**src/rtl/palette_ram_if.sv**
```systemverilog
// Lookup, write, restore and cycling signals of the palette RAM.
// The pixel pipeline side is the master; palette_ram is the slave.
interface palette_ram_if #(
  parameter int CID_W   = 3,
  parameter int PID_W   = 2,
  parameter int COLOR_W = 6
);
  // Lookup path
  logic [CID_W-1:0]   cid;
  logic [PID_W-1:0]   pid;
  logic               blank;
  logic [COLOR_W-1:0] color;
  // Runtime single-entry write
  logic               wr_en;
  logic [PID_W-1:0]   wr_pid;
  logic [CID_W-1:0]   wr_cid;
  logic [COLOR_W-1:0] wr_data;
  // Default-table restore
  logic               load_defaults;
  logic               busy;
  // Colour cycling
  logic               cycle_en;
  logic               frame_tick;
  logic [CID_W-1:0]   cycle_offset;

  modport master (
    output cid, pid, blank,
    output wr_en, wr_pid, wr_cid, wr_data,
    output load_defaults,
    output cycle_en, frame_tick,
    input  color, busy, cycle_offset
  );

  modport slave (
    input  cid, pid, blank,
    input  wr_en, wr_pid, wr_cid, wr_data,
    input  load_defaults,
    input  cycle_en, frame_tick,
    output color, busy, cycle_offset
  );
endinterface

```
**src/rtl/palette_ram.sv**
```systemverilog
// Writable palette RAM: P palettes of N colours held in flops, registered
// colour lookup with rotation of entries 1..N-1 (colour cycling), runtime
// single-entry writes and a sequencer that restores the built-in defaults.
module palette_ram #(
  parameter int CID_W     = 3,
  parameter int PID_W     = 2,
  parameter int COLOR_W   = 6,
  parameter int CYCLE_DIV = 8
) (
  input logic          clk,
  input logic          rst_n,
  palette_ram_if.slave bus
);

  localparam int N      = 1 << CID_W;
  localparam int P      = 1 << PID_W;
  localparam int DEPTH  = N * P;
  localparam int IDX_W  = CID_W + PID_W;
  localparam int TICK_W = (CYCLE_DIV > 1) ? $clog2(CYCLE_DIV) : 1;

  localparam logic [CID_W:0]    NM1      = (CID_W+1)'(N - 1);
  localparam logic [CID_W-1:0]  OFF_MAX  = CID_W'(N - 2);
  localparam logic [TICK_W-1:0] TICK_MAX = TICK_W'(CYCLE_DIV - 1);
  localparam logic [IDX_W-1:0]  PTR_LAST = IDX_W'(DEPTH - 1);

  // Built-in 4x8 table, RRGGBB, index = pid*8 + cid.
  localparam logic [5:0] DEF_TABLE [32] = '{
    6'h00, 6'h04, 6'h08, 6'h0C, 6'h0D, 6'h1D, 6'h1E, 6'h2E,
    6'h00, 6'h10, 6'h20, 6'h30, 6'h31, 6'h35, 6'h36, 6'h3A,
    6'h00, 6'h01, 6'h02, 6'h03, 6'h07, 6'h17, 6'h1B, 6'h2B,
    6'h00, 6'h30, 6'h38, 6'h3C, 6'h08, 6'h07, 6'h22, 6'h33
  };

  typedef enum logic {
    IDLE = 1'b0,
    LOAD = 1'b1
  } state_e;

  // Default colour for a flat {pid,cid} index; entries outside the 4x8
  // table are black, wider colour words are zero-extended.
  function automatic logic [COLOR_W-1:0] default_entry(input logic [IDX_W-1:0] idx);
    logic [PID_W-1:0] p;
    logic [CID_W-1:0] c;
    logic [5:0]       v;
    p = idx[IDX_W-1:CID_W];
    c = idx[CID_W-1:0];
    v = 6'h00;
    if ((32'(p) < 32'd4) && (32'(c) < 32'd8))
      v = DEF_TABLE[5'(32'(p) * 32'd8 + 32'(c))];
    return COLOR_W'(v);
  endfunction

  logic [COLOR_W-1:0] mem_q [DEPTH];
  logic [COLOR_W-1:0] color_q, color_d;
  state_e             state_q, state_d;
  logic [IDX_W-1:0]   ptr_q, ptr_d;
  logic [TICK_W-1:0]  tick_q, tick_d;
  logic [CID_W-1:0]   off_q, off_d;

  logic               busy;
  logic [CID_W-1:0]   cid_m1;
  logic [CID_W:0]     rot_sum;
  logic [CID_W-1:0]   phys_cid;
  logic               mem_we;
  logic [IDX_W-1:0]   mem_waddr;
  logic [COLOR_W-1:0] mem_wdata;

  assign busy = (state_q == LOAD);

  // Restore sequencer: next state and pointer.
  always_comb begin
    // NOTE: every output of a combinational block gets a default first so
    // no path leaves it unassigned and no latch is inferred.
    state_d = state_q;
    ptr_d   = ptr_q;
    unique case (state_q)
      IDLE: begin
        if (bus.load_defaults) begin
          state_d = LOAD;
          ptr_d   = '0;
        end
      end
      LOAD: begin
        ptr_d = ptr_q + IDX_W'(1);
        if (ptr_q == PTR_LAST) state_d = IDLE;
      end
      default: state_d = IDLE;
    endcase
  end

  // Restore sequencer state register.
  always_ff @(posedge clk or negedge rst_n) begin
    // NOTE: clocked state uses non-blocking assignments so every register
    // samples the pre-edge values regardless of block ordering.
    if (!rst_n) begin
      state_q <= IDLE;
      ptr_q   <= '0;
    end else begin
      state_q <= state_d;
      ptr_q   <= ptr_d;
    end
  end

  // Single write port: restore has priority, user writes are dropped while busy.
  always_comb begin
    mem_we    = 1'b0;
    mem_waddr = '0;
    mem_wdata = '0;
    if (busy) begin
      mem_we    = 1'b1;
      mem_waddr = ptr_q;
      mem_wdata = default_entry(ptr_q);
    end else if (bus.wr_en) begin
      mem_we    = 1'b1;
      mem_waddr = {bus.wr_pid, bus.wr_cid};
      mem_wdata = bus.wr_data;
    end
  end

  // Palette storage.
  always_ff @(posedge clk or negedge rst_n) begin
    // NOTE: this storage is flops, not a RAM macro, and reset must bring
    // back the default palettes, so every entry is reset explicitly.
    if (!rst_n) begin
      for (int i = 0; i < DEPTH; i++) mem_q[i] <= default_entry(IDX_W'(i));
    end else if (mem_we) begin
      mem_q[mem_waddr] <= mem_wdata;
    end
  end

  // Rotated physical index: entry 0 fixed, entries 1..N-1 rotate by off_q.
  always_comb begin
    cid_m1  = bus.cid - CID_W'(1);
    rot_sum = {1'b0, cid_m1} + {1'b0, off_q};
    if (rot_sum >= NM1) rot_sum = rot_sum - NM1;
    phys_cid = (bus.cid == '0) ? '0 : (rot_sum[CID_W-1:0] + CID_W'(1));
    color_d  = bus.blank ? '0 : mem_q[{bus.pid, phys_cid}];
  end

  // Registered lookup result; reads see pre-write contents.
  always_ff @(posedge clk or negedge rst_n) begin
    if (!rst_n) color_q <= '0;
    else        color_q <= color_d;
  end

  // Cycling divider and rotation offset next state; both hold when disabled.
  always_comb begin
    tick_d = tick_q;
    off_d  = off_q;
    if (bus.cycle_en && bus.frame_tick) begin
      if (tick_q == TICK_MAX) begin
        tick_d = '0;
        off_d  = (off_q == OFF_MAX) ? '0 : (off_q + CID_W'(1));
      end else begin
        tick_d = tick_q + TICK_W'(1);
      end
    end
  end

  // Cycling divider and rotation offset registers.
  always_ff @(posedge clk or negedge rst_n) begin
    if (!rst_n) begin
      tick_q <= '0;
      off_q  <= '0;
    end else begin
      tick_q <= tick_d;
      off_q  <= off_d;
    end
  end

  assign bus.color        = color_q;
  assign bus.busy         = busy;
  assign bus.cycle_offset = off_q;

endmodule

```
**src/flat_wrapper.sv**
```systemverilog
// flat-port wrapper written by rule: the top's interface ports become plain ports
module palette_ram_flat 
#(
  parameter int CID_W     = 3,
  parameter int PID_W     = 2,
  parameter int COLOR_W   = 6,
  parameter int CYCLE_DIV = 8
)
  (clk, rst_n, bus_cid, bus_pid, bus_blank, bus_wr_en, bus_wr_pid, bus_wr_cid, bus_wr_data, bus_load_defaults, bus_cycle_en, bus_frame_tick, bus_color, bus_busy, bus_cycle_offset);
  palette_ram_if #(.CID_W(CID_W), .PID_W(PID_W), .COLOR_W(COLOR_W)) bus_i ();
  input logic clk;
  input logic rst_n;
  input wire logic [$bits(bus_i.cid)-1:0] bus_cid;
  input wire logic [$bits(bus_i.pid)-1:0] bus_pid;
  input wire logic [$bits(bus_i.blank)-1:0] bus_blank;
  input wire logic [$bits(bus_i.wr_en)-1:0] bus_wr_en;
  input wire logic [$bits(bus_i.wr_pid)-1:0] bus_wr_pid;
  input wire logic [$bits(bus_i.wr_cid)-1:0] bus_wr_cid;
  input wire logic [$bits(bus_i.wr_data)-1:0] bus_wr_data;
  input wire logic [$bits(bus_i.load_defaults)-1:0] bus_load_defaults;
  input wire logic [$bits(bus_i.cycle_en)-1:0] bus_cycle_en;
  input wire logic [$bits(bus_i.frame_tick)-1:0] bus_frame_tick;
  output wire logic [$bits(bus_i.color)-1:0] bus_color;
  output wire logic [$bits(bus_i.busy)-1:0] bus_busy;
  output wire logic [$bits(bus_i.cycle_offset)-1:0] bus_cycle_offset;
  assign bus_i.cid = bus_cid;
  assign bus_i.pid = bus_pid;
  assign bus_i.blank = bus_blank;
  assign bus_i.wr_en = bus_wr_en;
  assign bus_i.wr_pid = bus_wr_pid;
  assign bus_i.wr_cid = bus_wr_cid;
  assign bus_i.wr_data = bus_wr_data;
  assign bus_i.load_defaults = bus_load_defaults;
  assign bus_i.cycle_en = bus_cycle_en;
  assign bus_i.frame_tick = bus_frame_tick;
  assign bus_color = bus_i.color;
  assign bus_busy = bus_i.busy;
  assign bus_cycle_offset = bus_i.cycle_offset;
  palette_ram #(.CID_W(CID_W), .PID_W(PID_W), .COLOR_W(COLOR_W), .CYCLE_DIV(CYCLE_DIV)) u_core (.clk(clk), .rst_n(rst_n), .bus(bus_i));
endmodule
```
**config.mk**
```make
export PLATFORM = sky130hd
export DESIGN_NAME = palette_ram_flat
export DESIGN_NICKNAME = d
export VERILOG_FILES = /design/src/rtl/palette_ram_if.sv /design/src/rtl/palette_ram.sv /design/src/flat_wrapper.sv
export SDC_FILE = /design/constraint.sdc
export NUM_CORES = 1
export LEC_CHECK = 0
export ABC_AREA = 1
export BUFFER_PORTS_ARGS = -buffer_cell sky130_fd_sc_hd__buf_2
export CAP_MARGIN = 20
export CORE_MARGIN = 4
export CORE_UTILIZATION = 35
export CTS_BUF_LIST = sky130_fd_sc_hd__clkbuf_4 sky130_fd_sc_hd__clkbuf_8
export CTS_CLUSTER_DIAMETER = 200
export DETAILED_ROUTE_END_ITERATION = 12
export PLACE_DENSITY = 0.49
export SLEW_MARGIN = 40
export SYNTH_ARGS = -nofsm -noshare
export SYNTH_HDL_FRONTEND = slang
export SYNTH_SLANG_ARGS = --single-unit
```
**constraint.sdc**
```tcl
create_clock -name clk -period 9.9 [get_ports clk]
set_input_delay 0.99 -clock clk [delete_from_list [all_inputs] [get_ports clk]]
set_output_delay 0.99 -clock clk [all_outputs]
set_load 0.05 [all_outputs]
```
==> flow_metrics.py <==
metrics = {
    "run_status": {
        "outcome": "finished, final reports clean",
    },
    "logic_synthesis": {
        "synth_top_area_share_pct": 30.5,
        "synth_area_per_cell_um2": 9.79,
        "syn_area_mm2": 0.0110,
        "ys.flop_type": "dfrtp_1",
        "synth_nets": 1163,
        "synth_edf_count": 0,
        "synth_top_area_cell": "dfrtp_1",
        "synth-seq-area-share_pct": 48.6,
        "async_reset_ff_share_pct": 100,
        "yosys-top-cells-area": "dfrtp_1 30%, dfstp_2 18%, mux2_2 13%, nand3_1 9.6%, nand2_1 7.9%",
        "ys_ff_latch": 210,
        "syn_inst": 1125,
        "synth.distinct_cells": 42,
        "yosys_warnings": 0,
    },
    "cts": {
        "cts_sinks": 210,
        "cts-root-buf": "clkbuf_8",
        "cts_setup_buffers": 0,
        "clkTransAtPathRegs_ns": 0.06,
        "postCtsHoldBufs": 0,
        "cts-resized-gates": 0,
        "cts_htree_levels": 2,
        "cts_buffers": 40,
        "clock_latency_ns": 0.54,
        "cts_buffer_depth": 3,
        "cts_tree": "built",
    },
    "critical_path": {
        "r2r_cells": 22,
        "critPathSlowestCell": "fa_1",
        "cp_max_fo": 26,
        "start_kind": "input port",
        "rrSetupSlack_ns": 5.96,
        "crit_path_frequent_cell": "nand2_1",
        "cp_cell_sequence": "buf_2 -> inv_1 -> ha_1 -> fa_1 -> inv_1 -> ha_1 -> nand3_2 -> nand2_2 -> nand2_4 -> nand2_1 -> ha_1 -> nand2_2 -> inv_2 -> buf_4 -> nand2_1 -> inv_1 -> nand2_1 -> nand3_1 -> nand3_1 -> nand2_1 -> nand2_1 -> nand2_1 -> nor2_1",
        "endpoint_kind": "flip-flop",
        "r2r_end": "u_core.bus.color[1]$_DFF_PN0_",
        "cpPeakStageDelay_ns": 0.55,
        "cp.arrival_ns": 4.62,
        "cp.required_ns": 10.32,
        "crit_type": "in -> reg",
        "r2r-start": "u_core.bus.cycle_offset[0]$_DFFE_PN0P_",
    },
    "timing": {
        "setup_ws_ns": 5.70,
        "finClkSkew_ns": 0.00869,
        "fin_crit_sh_pct": 42.4,
        "slew_headroom_pct": 47.1,
        "fmax_mhz": 238,
        "rsz0062_at_grt": "no",
        "period_needed_ns": 4.20,
        "tns_ns": 0,
        "finalMaxSlewViolations": 0,
        "setup_violations": 0,
        "holdWs_ns": 0.478,
        "finalHoldViolCount": 0,
        "worstMarginPinSlew_ns": 0.792,
    },
    "grt": {
        "grt_max_degree": 97,
        "antenna_found_initial": 1,
        "grt_pass1_vias": 8168,
        "grt.overflow.total": 0,
        "grt_pass1_wl_um": 48500,
        "grt_usage_pct": 18.2,
    },
    "final_layout": {
        "num_antenna_cells": 0,
        "area_growth_pct": 12.0,
        "utilization_pct": 40.0,
        "layout-drive-gt1-share_pct": 33.5,
        "fillers": 3035,
        "nNetsFinal": 1188,
    },
    "route": {
        "wl_per_cell_um": 19.6,
        "ant_nets": 0,
        "totalWireLength_um": 30900,
        "drt_iter0_drc": 501,
        "vias_per_cell": 5.19,
        "vias": 8177,
        "drcViolationCount": 0,
        "drt_pass1_iterations": 5,
    },
    "place": {
        "place_ws_ns": 5.16,
        "dp_hpwl_um": 19200,
        "place.gp.congestion": 0.863,
        "numPortBuffers": 32,
    },
    "job": {
        "max_cap_viol_count": 0,
    },
    "die": {
        "ios": 33,
        "die_h_um": 185,
        "coreArea_mm2": 0.0308,
        "dieWidth_um": 185,
        "rows": 64,
        "start_util_pct": 35.7,
        "dieArea_mm2": 0.0344,
    },
    "min_path": {
        "min_path_type": "in -> async",
    },
}
-- how the worst max path moves through the flow --
stage	from	cells past startpoint	endpoint	slack [ns]
6_report	bus_cid[0]	23	u_core.bus.color[1]$_DFF_PN0_	5.70
4_1_cts	bus_cid[0]	23	u_core.bus.color[1]$_DFF_PN0_	5.73
5_1_grt	bus_cid[0]	23	u_core.bus.color[5]$_DFF_PN0_	5.44
3_3_place_gp	bus_cid[0]	23	u_core.bus.color[2]$_DFF_PN0_	4.88
3_5_place_dp	bus_cid[0]	23	u_core.bus.color[1]$_DFF_PN0_	5.16
2_1_floorplan	bus_cid[0]	18	u_core.bus.color[3]$_DFF_PN0_	5.96
-- area by class of cell --
type / count / area, um2 / area share (%)
multi-input cells: 806 / 5170 / 41.9
inverters: 45 / 169 / 1.37
clock buffers: 70 / 826 / 6.69
well taps: 396 / 495 / 4.02
repair buffers: 47 / 303 / 2.45
flip-flops and latches: 210 / 5350 / 43.4
clock inverters: 3 / 20.0 / 0.162
-- registers in the layout, summed over array words and instances, names as in the netlist --
| register | flops |
|---|---|
| u_core.bus.busy | 1 |
| u_core.bus.cycle_offset | 3 |
| u_core.bus.color | 6 |
| u_core.tick_q | 3 |
| u_core.mem_q | 192 |
| u_core.ptr_q | 5 |
-- cell usage after synthesis (2+ instances only) --
master / n
a31oi_1: 2
nor2_2: 4
nand2_2: 11
nor2_4: 22
nand2_1: 231
buf_2: 21
mux2_1: 21
nand3_1: 212
ha_1: 14
inv_1: 37
o21ai_0: 18
or2_1: 2
buf_6: 6
nor2_8: 9
mux2_2: 129
dfrtp_1: 134
clkbuf_1: 30
inv_2: 8
a32o_1: 3
nand3_2: 3
a21oi_1: 48
buf_1: 3
o211ai_1: 8
nor2_1: 54
dfstp_2: 76
buf_4: 3
-- cell families after synthesis --
kind of cell	Yosys count	share of synthesized area [%]
DFF	210	48.6
and+or+nand+nor	551	24.8
AOI/OAI and AO/OA	88	4.73
buffers and inverters	109	4.61
muxes	151	15.4
xor gates and xnor gates	1	0.0796
adders and majority gates	15	1.77
-- critical path: cells and delay by family --
family	cells	cell delay [ns]
fa+ha+maj	4	1.42
buf+inv	6	1.02
simple gates	13	1.19
-- per-layer routing --
metal  GRT usage (%)  wire length (um)  vias up
li1                -                 -     3874
met1            26.1             14900     4063
met2            28.6             14000      184
met3            3.28              1300       54
met4            5.02               718        2
met5               0                13        -
-- stage by stage --
stage / cell area (um2) / cells
CTS: 12300 / 1577
finish: 12300 / 1577
detailed placement: 11500 / 1504
global route: 12300 / 1577
floorplan: 11000 / 1125
global placement: 11500 / 1503
-- layout by cell type (no fill, tap or decap), drive strengths merged --
cell type / n
fa: 1
o21ai: 20
mux2: 150
nor2: 89
nand2: 243
nand3: 216
dfstp: 76
inv: 45
clkbuf: 70
mux2i: 1
a22oi: 2
o211ai: 9
a31oi: 2
nor3: 1
or2: 2
clkinvlp: 2
a21oi: 50
o21a: 1
xor2: 1
ha: 14
o221ai: 1
clkinv: 1
a32o: 3
buf: 47
dfrtp: 134
Power is not shown: default switching activity piles up to over one toggle a cycle in this logic, so the estimate is an artifact.
